===== config.mk =====
export PLATFORM = sky130hd
export DESIGN_NAME = uart_byte_rx
export DESIGN_NICKNAME = d
export VERILOG_FILES = /design/src/rtl/uart_byte_rx.sv
export SDC_FILE = /design/constraint.sdc
export NUM_CORES = 1
export LEC_CHECK = 0
export ABC_AREA = 0
export CAP_MARGIN = 15
export CELL_PAD_IN_SITES_DETAIL_PLACEMENT = 1
export CELL_PAD_IN_SITES_GLOBAL_PLACEMENT = 1
export CORE_MARGIN = 4
export CORE_UTILIZATION = 45
export DETAILED_ROUTE_END_ITERATION = 12
export PLACE_DENSITY_LB_ADDON = 0.1
export SYNTH_ARGS = -nofsm -noshare
export SYNTH_HDL_FRONTEND = slang
export SYNTH_SLANG_ARGS = --single-unit

===== constraint.sdc =====
create_clock -name clk -period 2.25 [get_ports clk]
set_input_delay 0.3375 -clock clk [delete_from_list [all_inputs] [get_ports clk]]
set_output_delay 0.3375 -clock clk [all_outputs]
set_load 0.05 [all_outputs]

===== src/rtl/uart_byte_rx.sv =====
// rtl/uart_byte_rx.sv - 8N1 UART receiver producing one byte per valid strobe
//
// Purpose: deserialises 8N1 frames from an asynchronous RX pin into bytes.
//   It samples at mid-bit, using a start-bit timer and a per-bit timer.
//   It rejects glitches on the start bit.
//   It reports framing errors, then holds off until the line goes idle.
//
// Ports:
//   clk        in   1  system clock, rising edge
//   rst        in   1  asynchronous active-high reset
//   rxd        in   1  raw serial line, idle high, asynchronous to clk
//   valid      out  1  one-cycle pulse, data holds a new byte
//   data       out  8  last good byte, held until the next valid
//   frame_err  out  1  one-cycle pulse, stop bit sampled low
//   busy       out  1  high while the receiver is not idle

module uart_byte_rx #(
  parameter int CLK_FREQ = 100_000_000,
  parameter int BAUD     = 9600
) (
  input  logic       clk,
  input  logic       rst,
  input  logic       rxd,
  output logic       valid,
  output logic [7:0] data,
  output logic       frame_err,
  output logic       busy
);

  localparam int BIT_CNT  = CLK_FREQ / BAUD;
  localparam int HALF_CNT = BIT_CNT / 2;
  localparam int CW       = $clog2(BIT_CNT);

  localparam logic [CW-1:0] BIT_LAST  = CW'(BIT_CNT - 1);
  localparam logic [CW-1:0] HALF_LAST = CW'(HALF_CNT - 1);

  typedef enum logic [2:0] {
    S_IDLE,
    S_START,
    S_DATA,
    S_STOP,
    S_BREAK
  } state_t;

  state_t        state;
  logic [CW-1:0] cnt;
  logic [2:0]    bit_idx;
  logic [7:0]    shreg;

  logic rx_meta;
  logic rx_s;
  logic rx_d;
  logic fall;

  // Two-flop synchroniser plus one history flop for edge detection.
  // All three flops reset high, so that leaving reset on an idle line
  // cannot look like a start bit.
  always_ff @(posedge clk or posedge rst) begin
    if (rst) begin
      rx_meta <= 1'b1;
      rx_s    <= 1'b1;
      rx_d    <= 1'b1;
    end else begin
      rx_meta <= rxd;
      rx_s    <= rx_meta;
      rx_d    <= rx_s;
    end
  end

  assign fall = rx_d & ~rx_s;
  assign busy = (state != S_IDLE);

  always_ff @(posedge clk or posedge rst) begin
    if (rst) begin
      state     <= S_IDLE;
      cnt       <= '0;
      bit_idx   <= 3'd0;
      shreg     <= 8'h00;
      data      <= 8'h00;
      valid     <= 1'b0;
      frame_err <= 1'b0;
    end else begin
      valid     <= 1'b0;
      frame_err <= 1'b0;
      case (state)
        S_IDLE: begin
          cnt <= '0;
          if (fall) begin
            state <= S_START;
          end
        end

        // Half a bit after the edge: a line that is high again was a glitch.
        S_START: begin
          if (cnt == HALF_LAST) begin
            cnt <= '0;
            if (!rx_s) begin
              state   <= S_DATA;
              bit_idx <= 3'd0;
            end else begin
              state <= S_IDLE;
            end
          end else begin
            cnt <= cnt + 1'b1;
          end
        end

        // LSB arrives first, so shift in from the top.
        S_DATA: begin
          if (cnt == BIT_LAST) begin
            cnt   <= '0;
            shreg <= {rx_s, shreg[7:1]};
            if (bit_idx == 3'd7) begin
              state <= S_STOP;
            end else begin
              bit_idx <= bit_idx + 3'd1;
            end
          end else begin
            cnt <= cnt + 1'b1;
          end
        end

        // Return to IDLE at mid stop bit, so that a start bit directly
        // after the stop bit is still seen.
        S_STOP: begin
          if (cnt == BIT_LAST) begin
            cnt <= '0;
            if (rx_s) begin
              data  <= shreg;
              valid <= 1'b1;
              state <= S_IDLE;
            end else begin
              frame_err <= 1'b1;
              state     <= S_BREAK;
            end
          end else begin
            cnt <= cnt + 1'b1;
          end
        end

        // Hold off while the line stays low, so that a break condition
        // reports one error and not a stream of bogus frames.
        S_BREAK: begin
          cnt <= '0;
          if (rx_s) begin
            state <= S_IDLE;
          end
        end

        default: begin
          cnt   <= '0;
          state <= S_IDLE;
        end
      endcase
    end
  end

endmodule


* Word-level counts from Yosys, hierarchy flattened *
Cells that the tools add are included.

operators by class
  add/sub/neg operators = 2
  $mul = 0
  div/mod/pow operators = 0
  order comparisons = 0
  eq/ne operators = 15
  shift-type cells = 0
  mux-type cells = 23
  bitwise gates (word level) = 2
  reductions and logical operators = 8

operators with widths
  cell                                              number
  two-way mux 3 bit                                 11
  two-way mux 14 bit                                2
  case mux 14 bit (2 select lines)                  1
  != test 2 bit (second input constant)             8
  case mux 3 bit (5 select lines)                   1
  adder 14 x 1 -> 14 bit (second input constant)    1
  == test 14 x 13 -> 1 bit (second input constant)  1
  == test 14 bit (second input constant)            1
  == test 3 x 2 -> 1 bit (second input constant)    2
  == test 3 bit (second input constant)             2
  two-way mux 1 bit                                 6
  case mux 3 bit (2 select lines)                   1
  AND reduction 6 bit                               1
  AND reduction 5 bit                               1
  adder 3 x 1 -> 3 bit (second input constant)      1
  == test 3 x 1 -> 1 bit (second input constant)    1
  zero test 3 bit                                   1
  AND reduction 3 bit                               1
  nonzero test 3 bit                                1
  two-way mux 2 bit                                 1
  AND reduction 2 bit                               1
  nonzero test 2 bit                                1
  OR reduction 2 bit                                1
  AND 1 bit                                         1
  inverter 1 bit                                    1

storage, ports and cells
  register bits after elaboration = 41
  bits in latches = 0
  RAM bits = 0
  memory bits (read-only) = 0
  input port bits = 3
  output and inout bits = 11
  memories = 0

* Depth between registers and ports, before layout *
Gate-level depths: netlist of the first run.

  depth after elaboration = 4
  depth in mapped cells = 8
  mapped depth without buffers = 6

* Worst setup path after synthesis of the first run *
No wires, ideal clock.

  path kind = register to register
  from = reg cnt[0]
  to = reg data[0]
  library setup time = 0.125 ns
  data arrival time = 1.852 ns
  data required time = 2.125 ns
  path slack = 0.273 ns
  stages on the path, launching flop included = 9
  path buffers = 3
  clock period less this slack = 1.977 ns
  path through = dfrtp_1 ha_1 and4_1 buf_6 and4_1 buf_6 and4_4 buf_12 mux2_4

between the ends
  cells in the longest elaborated chain, start to end = 2

ends and longest elaborated chain
  item                           RTL line  source
  from (decl)                    46        logic [CW-1:0] cnt;
  from (signal assigned)         104       cnt <= cnt + 1'b1;
  from (signal assigned)         119       cnt <= cnt + 1'b1;
  from (signal assigned)         137       cnt <= cnt + 1'b1;
  == test 14 bit                 126       if (cnt == BIT_LAST) begin
  AND reduction 3 bit (no line)  n/a
  to (signal assigned)           129       data <= shreg;
  to (decl)                      25        output logic [7:0] data,

No other way between the ends.
A chain may end at the register's enable or synchronous reset.

* Final worst setup path of the first run *
  from = reg cnt[0]
  to = reg data[7]

The elaborated chain is that of the path after synthesis.

==> results of run 1 <==
## routing by layer
metal	GRT usage (%)	wire (um)
met2	26.7	1810
met1	19.2	1620
met4	7.85	97
met5	0	0
met3	4.10	123
## stage by stage
stage	setup slack [ns]	power, mW	std cells
global route	0.00314	1.92	231
global placement	0.203	1.23	223
CTS	0.0674	1.83	231
finish	0.121	1.81	231
floorplan	0.273	1.14	162
detailed placement	0.129	1.25	223
## state kept, by name, summed over array words and instances, names as in the netlist
register / flops
bit_idx: 3
cnt: 14
data: 8
frame_err: 1
rx_d: 1
rx_meta: 1
rx_s: 1
shreg: 8
state: 3
valid: 1
## kinds of logic (layout without fill, tap and decap cells)
kind of cell | Yosys count | after routing | share of synthesized area [%]
AO/OA/AOI/OAI | 19 | 19 | 6.36
AND/OR/NAND/NOR | 60 | 60 | 18.3
flip-flops | 41 | 41 | 53.4
buffers and inverters | 13 | 32 | 4.48
multiplexers | 16 | 16 | 10.9
adder cells (fa/ha/maj) | 3 | 3 | 1.95
XOR/XNOR | 10 | 10 | 4.55
## path summary, 6_finish.rpt
check                        start       end  slack, ns  cells after the start
max in group asynchronous      rst      rx_d       1.41                      3
min                        rx_meta      rx_s       0.36                      0
min in group asynchronous      rst  shreg[3]       0.48                      3
max reg2reg                 cnt[0]   data[7]       0.12                      5
max                         cnt[0]   data[7]       0.12                      5
min reg2reg                rx_meta      rx_s       0.36                      0
## report_power, final
group	switching, mW	total [mW]	internal [mW]
registers	0.0837	0.896	0.812
logic	0.191	0.340	0.149
clock network	0.243	0.572	0.329
total	0.517	1.81	1.29
## placed cells by master, fill, tap and decap left out, types with 3 or more instances in the layout
cell and instances:
a31oi_1 3, inv_1 6, clkdlybuf4s50_1 12, dfrtp_1 38
nand2_1 7, nand3_1 11, clkbuf_8 5, xor2_1 9
nand4_1 6, mux2_2 8, o21ai_0 5, a21oi_1 5
dfstp_2 3, mux2_4 8, and4_1 4, buf_4 5
nor2_1 16, ha_1 3
## synth_stat cells (all sizes together)
cell / n / area, um2
dfrtp: 38 / 951
mux2: 16 / 210
nor2: 16 / 60.1
nand3: 11 / 55.1
xor2: 9 / 78.8
nand2: 8 / 32.5
buf: 6 / 60.1
inv: 6 / 22.5
nand4: 6 / 37.5
a21oi: 5 / 25.0
and4: 5 / 46.3
o21ai: 5 / 25.0
a31oi: 3 / 18.8
dfstp: 3 / 78.8
ha: 3 / 37.5
and3b: 2 / 17.5
nor4b: 2 / 32.5
o221ai: 2 / 17.5
or3: 2 / 12.5
a311oi: 1 / 8.76
a32o: 1 / 10.0
a32oi: 1 / 8.76
and2: 1 / 6.26
and3: 1 / 6.26
and4b: 1 / 10.0
clkbuf: 1 / 3.75
nor2b: 1 / 6.26
nor3: 1 / 5.00
nor3b: 1 / 7.51
o311ai: 1 / 8.76
or4: 1 / 7.51
or4b: 1 / 10.0
xnor2: 1 / 8.76
## worst max-delay path, stage by stage, from the launching register on
cell and delay (ns):
dfrtp_1 0.39, ha_1 0.23, and4_1 0.33, and4_1 0.37, and4_4 0.38, mux2_4 0.31
## area by class of cell
cell class | instances | area (um2) | share of cell area [%]
sequential | 41 | 1030 | 46.7
multi-input combinational | 108 | 811 | 36.8
timing repair buffer | 18 | 170 | 7.72
clock buffer | 6 | 72.6 | 3.29
tap | 50 | 62.6 | 2.84
clock inverter | 2 | 35.0 | 1.59
inverter | 6 | 22.5 | 1.02
==> flow_metrics.env, run 1 <==
export IMPL_finalSetupViolCount=0
export IMPL_drv_slew=0
export IMPL_post_route_period_util_pct=94.6
export IMPL_dpl_hpwl_um=2570
export IMPL_cp_start_kind="flip-flop"
export IMPL_syn_avg_cell_area_um2=11.9
export IMPL_n_antenna_cell=0
export IMPL_drv_cap=0
export IMPL_ioPinCount=14
export IMPL_final_antenna_net_count=0
export IMPL_slew_headroom_pct=65.9
export IMPL_holdCritPathClass="flip-flop to flip-flop"
export IMPL_viasPerCell=5.61
export IMPL_die_area_um2=5390
export IMPL_seq_area_frac_synth_pct=53.4
export IMPL_core_area_um2=4060
export IMPL_fin_tns_setup_ns=0
export IMPL_hold_buffers=0
export IMPL_yosys_warnings=0
export IMPL_wl_um=3650
export IMPL_fp_dieW_um=73.4
export IMPL_dr_total_vias=1295
export IMPL_holdWs_ns=0.358
export IMPL_layout_nets=186
export IMPL_drt_iter0_drc=51
export IMPL_leakagePower_nw=0.999
export IMPL_fin_area_um2=2200
export IMPL_hold_viol_final=0
export IMPL_crit_fanout=9
export IMPL_finClkSkew_ns=0.00683
export IMPL_critical_path_class="flip-flop to flip-flop"
export IMPL_routedWlPerCell_um=15.8
export IMPL_cts_tree="built"
export IMPL_ys_seq_elements=41
export IMPL_final_util_pct=54.3
export IMPL_h_tree_depth=2
export IMPL_cts_buffer_depth=2
export IMPL_antenna_found_initial=0
export IMPL_rows=23
export IMPL_insertion_delay_ns=0.29
export IMPL_synth_area_um2=1930
export IMPL_post_cts_resize_count=0
export IMPL_clkSinkCount=41
export IMPL_endpoint_kind="flip-flop"
export IMPL_grt_pass1_wl_um=6540
export IMPL_syn2layout_area_growth_pct=14.4
export IMPL_cts_root_buf="clkbuf_8"
export IMPL_worstMarginPinSlew_ns=0.509
export IMPL_port_buffers=13
export IMPL_nFillCells=430
export IMPL_synth_cell_type_count=40
export IMPL_place_congestion=0.733
export IMPL_clk_pin_slew_ns=0.07
export IMPL_outcome="completed"
export IMPL_grt_pass1_vias=1382
export IMPL_drc=0
export IMPL_power_density_nw_per_um2=820
export IMPL_synth_fp_nets=168
export IMPL_grt_setup_unrepaired="no"
export IMPL_grt_max_degree=42
export IMPL_grt_usage_pct=16.0
export IMPL_synthCells=162
export IMPL_crit_arrival_ns=2.31
export IMPL_min_period_ns=2.13
export IMPL_dpl_cell_area_um2=2090
export IMPL_grt_overflow=0
export IMPL_start_util_pct=47.5
export IMPL_cts_setup_buffers=0
export IMPL_required_ns=2.43
export IMPL_drive_gt1_share_pct=19.3
export IMPL_cts_buffers=5
export IMPL_max_freq_ghz=0.470
export IMPL_first_pass_iters=4
export IMPL_peakVddDrop_mv=0.429
export IMPL_fp_dieH_um=73.4
Power figures use the tool's default switching activity.
==> inputs of run 2 (changes only) <==
==> constraint.sdc (replaced) <==
create_clock -name clk -period 2 [get_ports clk]
set_input_delay 0.3 -clock clk [delete_from_list [all_inputs] [get_ports clk]]
set_output_delay 0.3 -clock clk [all_outputs]
set_load 0.05 [all_outputs]
==> run 2 against run 1 <==
Net effect: clock skew shrank 0.0011 ns; combinational power grew 7.9%; hold slack is essentially flat; wire length grew 9.4%; non-clock buffer count grew 2; sequential cell count is the same; worst setup slack gained 0.0061 ns; die area is the same; final area grew 0.97%; critical endpoint is now data[2]; largest power group unchanged.
==> flow_metrics.env, run 2 (synthesis results as in run 1) <==
export IMPL_regToRegEndpoint="data[2]"
export IMPL_cts_root_buf="clkbuf_8"
export IMPL_fp_dieH_um=73.4
export IMPL_drv_cap=0
export IMPL_rows=23
export IMPL_min_period_ns=1.87
export IMPL_power_density_nw_per_um2=921
export IMPL_nFillCells=440
export IMPL_hold_buffers=0
export IMPL_fp_dieW_um=73.4
export IMPL_holdPathEnd="rx_s"
export IMPL_regMostFlops="cnt"
export IMPL_drive_gt1_share_pct=22.4
export IMPL_fin_tns_setup_ns=0
export IMPL_endpoint_kind="flip-flop"
export IMPL_power_mw=2.05
export IMPL_grt_overflow=0
export IMPL_finClkSkew_ns=0.00573
export IMPL_drt_iter0_drc=40
export IMPL_min_path_cells=0
export IMPL_worstMarginPinSlew_ns=0.513
export IMPL_final_common_cell="dfrtp_1"
export IMPL_insertion_delay_ns=0.29
export IMPL_cp_common_cell="and4_4"
export IMPL_first_pass_iters=4
export IMPL_largest_reg_flops=14
export IMPL_mostFrequentLayoutCells="38 x dfrtp_1, 16 x nor2_1, 12 x clkdlybuf4s50_1"
export IMPL_layoutNonFillerInstCount=233
export IMPL_routedWlPerCell_um=17.2
export IMPL_drc=0
export IMPL_syn2layout_area_growth_pct=15.5
export IMPL_crit_fanout=9
export IMPL_antenna_found_initial=0
export IMPL_wl_um=4000
export IMPL_leakagePower_nw=1.01
export IMPL_cts_buffer_depth=2
export IMPL_final_antenna_net_count=0
export IMPL_max_freq_ghz=0.534
export IMPL_cts_setup_buffers=0
export IMPL_n_antenna_cell=0
export IMPL_grt_pass1_wl_um=6960
export IMPL_cpMaxStageDelayCell="dfrtp_1"
export IMPL_finalSetupViolCount=0
export IMPL_cts_buffers=5
export IMPL_drv_slew=0
export IMPL_grt_usage_pct=16.7
export IMPL_crit_arrival_ns=2.04
export IMPL_post_route_period_util_pct=93.6
export IMPL_reg_top3="cnt (14), data (8), shreg (8)"
export IMPL_die_area_um2=5390
export IMPL_viasPerCell=5.75
export IMPL_cp_start_kind="flip-flop"
export IMPL_grt_pass1_vias=1426
export IMPL_rrSetupSlack_ns=0.13
export IMPL_grt_max_degree=42
export IMPL_slew_headroom_pct=65.7
export IMPL_core_area_um2=4060
export IMPL_clk_pin_slew_ns=0.08
export IMPL_holdCritPathClass="flip-flop to flip-flop"
export IMPL_peakVddDrop_mv=0.624
export IMPL_holdWs_ns=0.359
export IMPL_dr_total_vias=1340
export IMPL_layout_nets=188
export IMPL_clkSinkCount=41
export IMPL_cpPeakStageDelay_ns=0.40
export IMPL_path_cells="ha_2 > and4_1 > and4_4 > and4_4 > mux2_4"
export IMPL_port_buffers=13
export IMPL_min_from="rx_meta"
export IMPL_place_congestion=0.794
export IMPL_required_ns=2.17
export IMPL_final_util_pct=54.8
export IMPL_start_util_pct=47.5
export IMPL_r2r_start="cnt[0]"
export IMPL_h_tree_depth=2
export IMPL_critical_path_class="flip-flop to flip-flop"
export IMPL_hold_viol_final=0
export IMPL_ioPinCount=14
export IMPL_rr_worst_depth=5
export IMPL_outcome="completed"
export IMPL_dpl_hpwl_um=2820
export IMPL_cts_tree="built"
export IMPL_placed_cells=225
==> run 2: cell types whose count changed in the layout (fill, tap and decap cells not counted), sizes merged <==
cell / before / now
dlymetal6s2s: 1 / 0
buf: 5 / 8
==> run 2: stage by stage <==
step / cell area (um2) / setup slack (ns)
6_report: 2220 / 0.127
5_1_grt: 2220 / -0.00317
4_1_cts: 2210 / 0.0606
3_5_place_dp: 2110 / 0.0825
3_3_place_gp: 2110 / 0.162
2_1_floorplan: 1930 / 0.0229
==> run 2: worst max-delay path by stage <==
stage	from	end	slack (ns)	cells past startpoint
6_report	cnt[0]	data[2]	0.13	5
5_1_grt	cnt[0]	cnt[2]	-0.003	7
4_1_cts	cnt[0]	data[1]	0.06	5
3_5_place_dp	cnt[0]	data[1]	0.08	5
3_3_place_gp	cnt[0]	data[1]	0.16	5
2_1_floorplan	cnt[0]	data[0]	0.02	8
==> run 2: repair_timing <==
action                                  4_1_cts  5_1_grt
gates resized for setup                       0        3
endpoints found under the hold margin         0        0
endpoints found under the setup margin        0       23
==> run 2: per-layer routing <==
layer | global-route usage [%] | routed length, um
met1 | 20.7 | 1720
met2 | 29.3 | 2090
met3 | 3.69 | 139
met4 | 4.23 | 48
met5 | 0 | 0
==> run 2: cell type report <==
cell class	instances	area [um2]	area share, %
Clock buffer	6	72.6	3.26
Multi-Input combinational cell	108	822	37.0
Inverter	6	22.5	1.01
Clock inverter	2	35.0	1.57
Sequential cell	41	1030	46.3
Tap cell	50	62.6	2.81
Timing Repair Buffer	20	180	8.10
==> run 2: report_power, final <==
part,internal (mW),leakage (nW),switching (mW)
Clock,0.370,0.0552,0.274
Combinational,0.166,0.414,0.201
Sequential,0.913,0.543,0.124
Total,1.45,1.01,0.600
==> run 2: critical path, delay by kind of cell, from the launching register on <==
family | cells | cell delay (ns)
and+or+nand+nor | 3 | 0.81
DFF | 1 | 0.40
muxes | 1 | 0.32
adders and majority gates | 1 | 0.23
==> inputs of run 3 (changes only) <==
--- a/config.mk
+++ b/config.mk
@@ -11,6 +11,7 @@
 export CELL_PAD_IN_SITES_GLOBAL_PLACEMENT = 1
 export CORE_MARGIN = 4
 export CORE_UTILIZATION = 45
+export CTS_CLUSTER_SIZE = 30
 export DETAILED_ROUTE_END_ITERATION = 12
 export PLACE_DENSITY_LB_ADDON = 0.1
 export SYNTH_ARGS = -nofsm -noshare
==> results of run 3 <==
The final DEF is identical to that of run 2; final timing and power are the same.
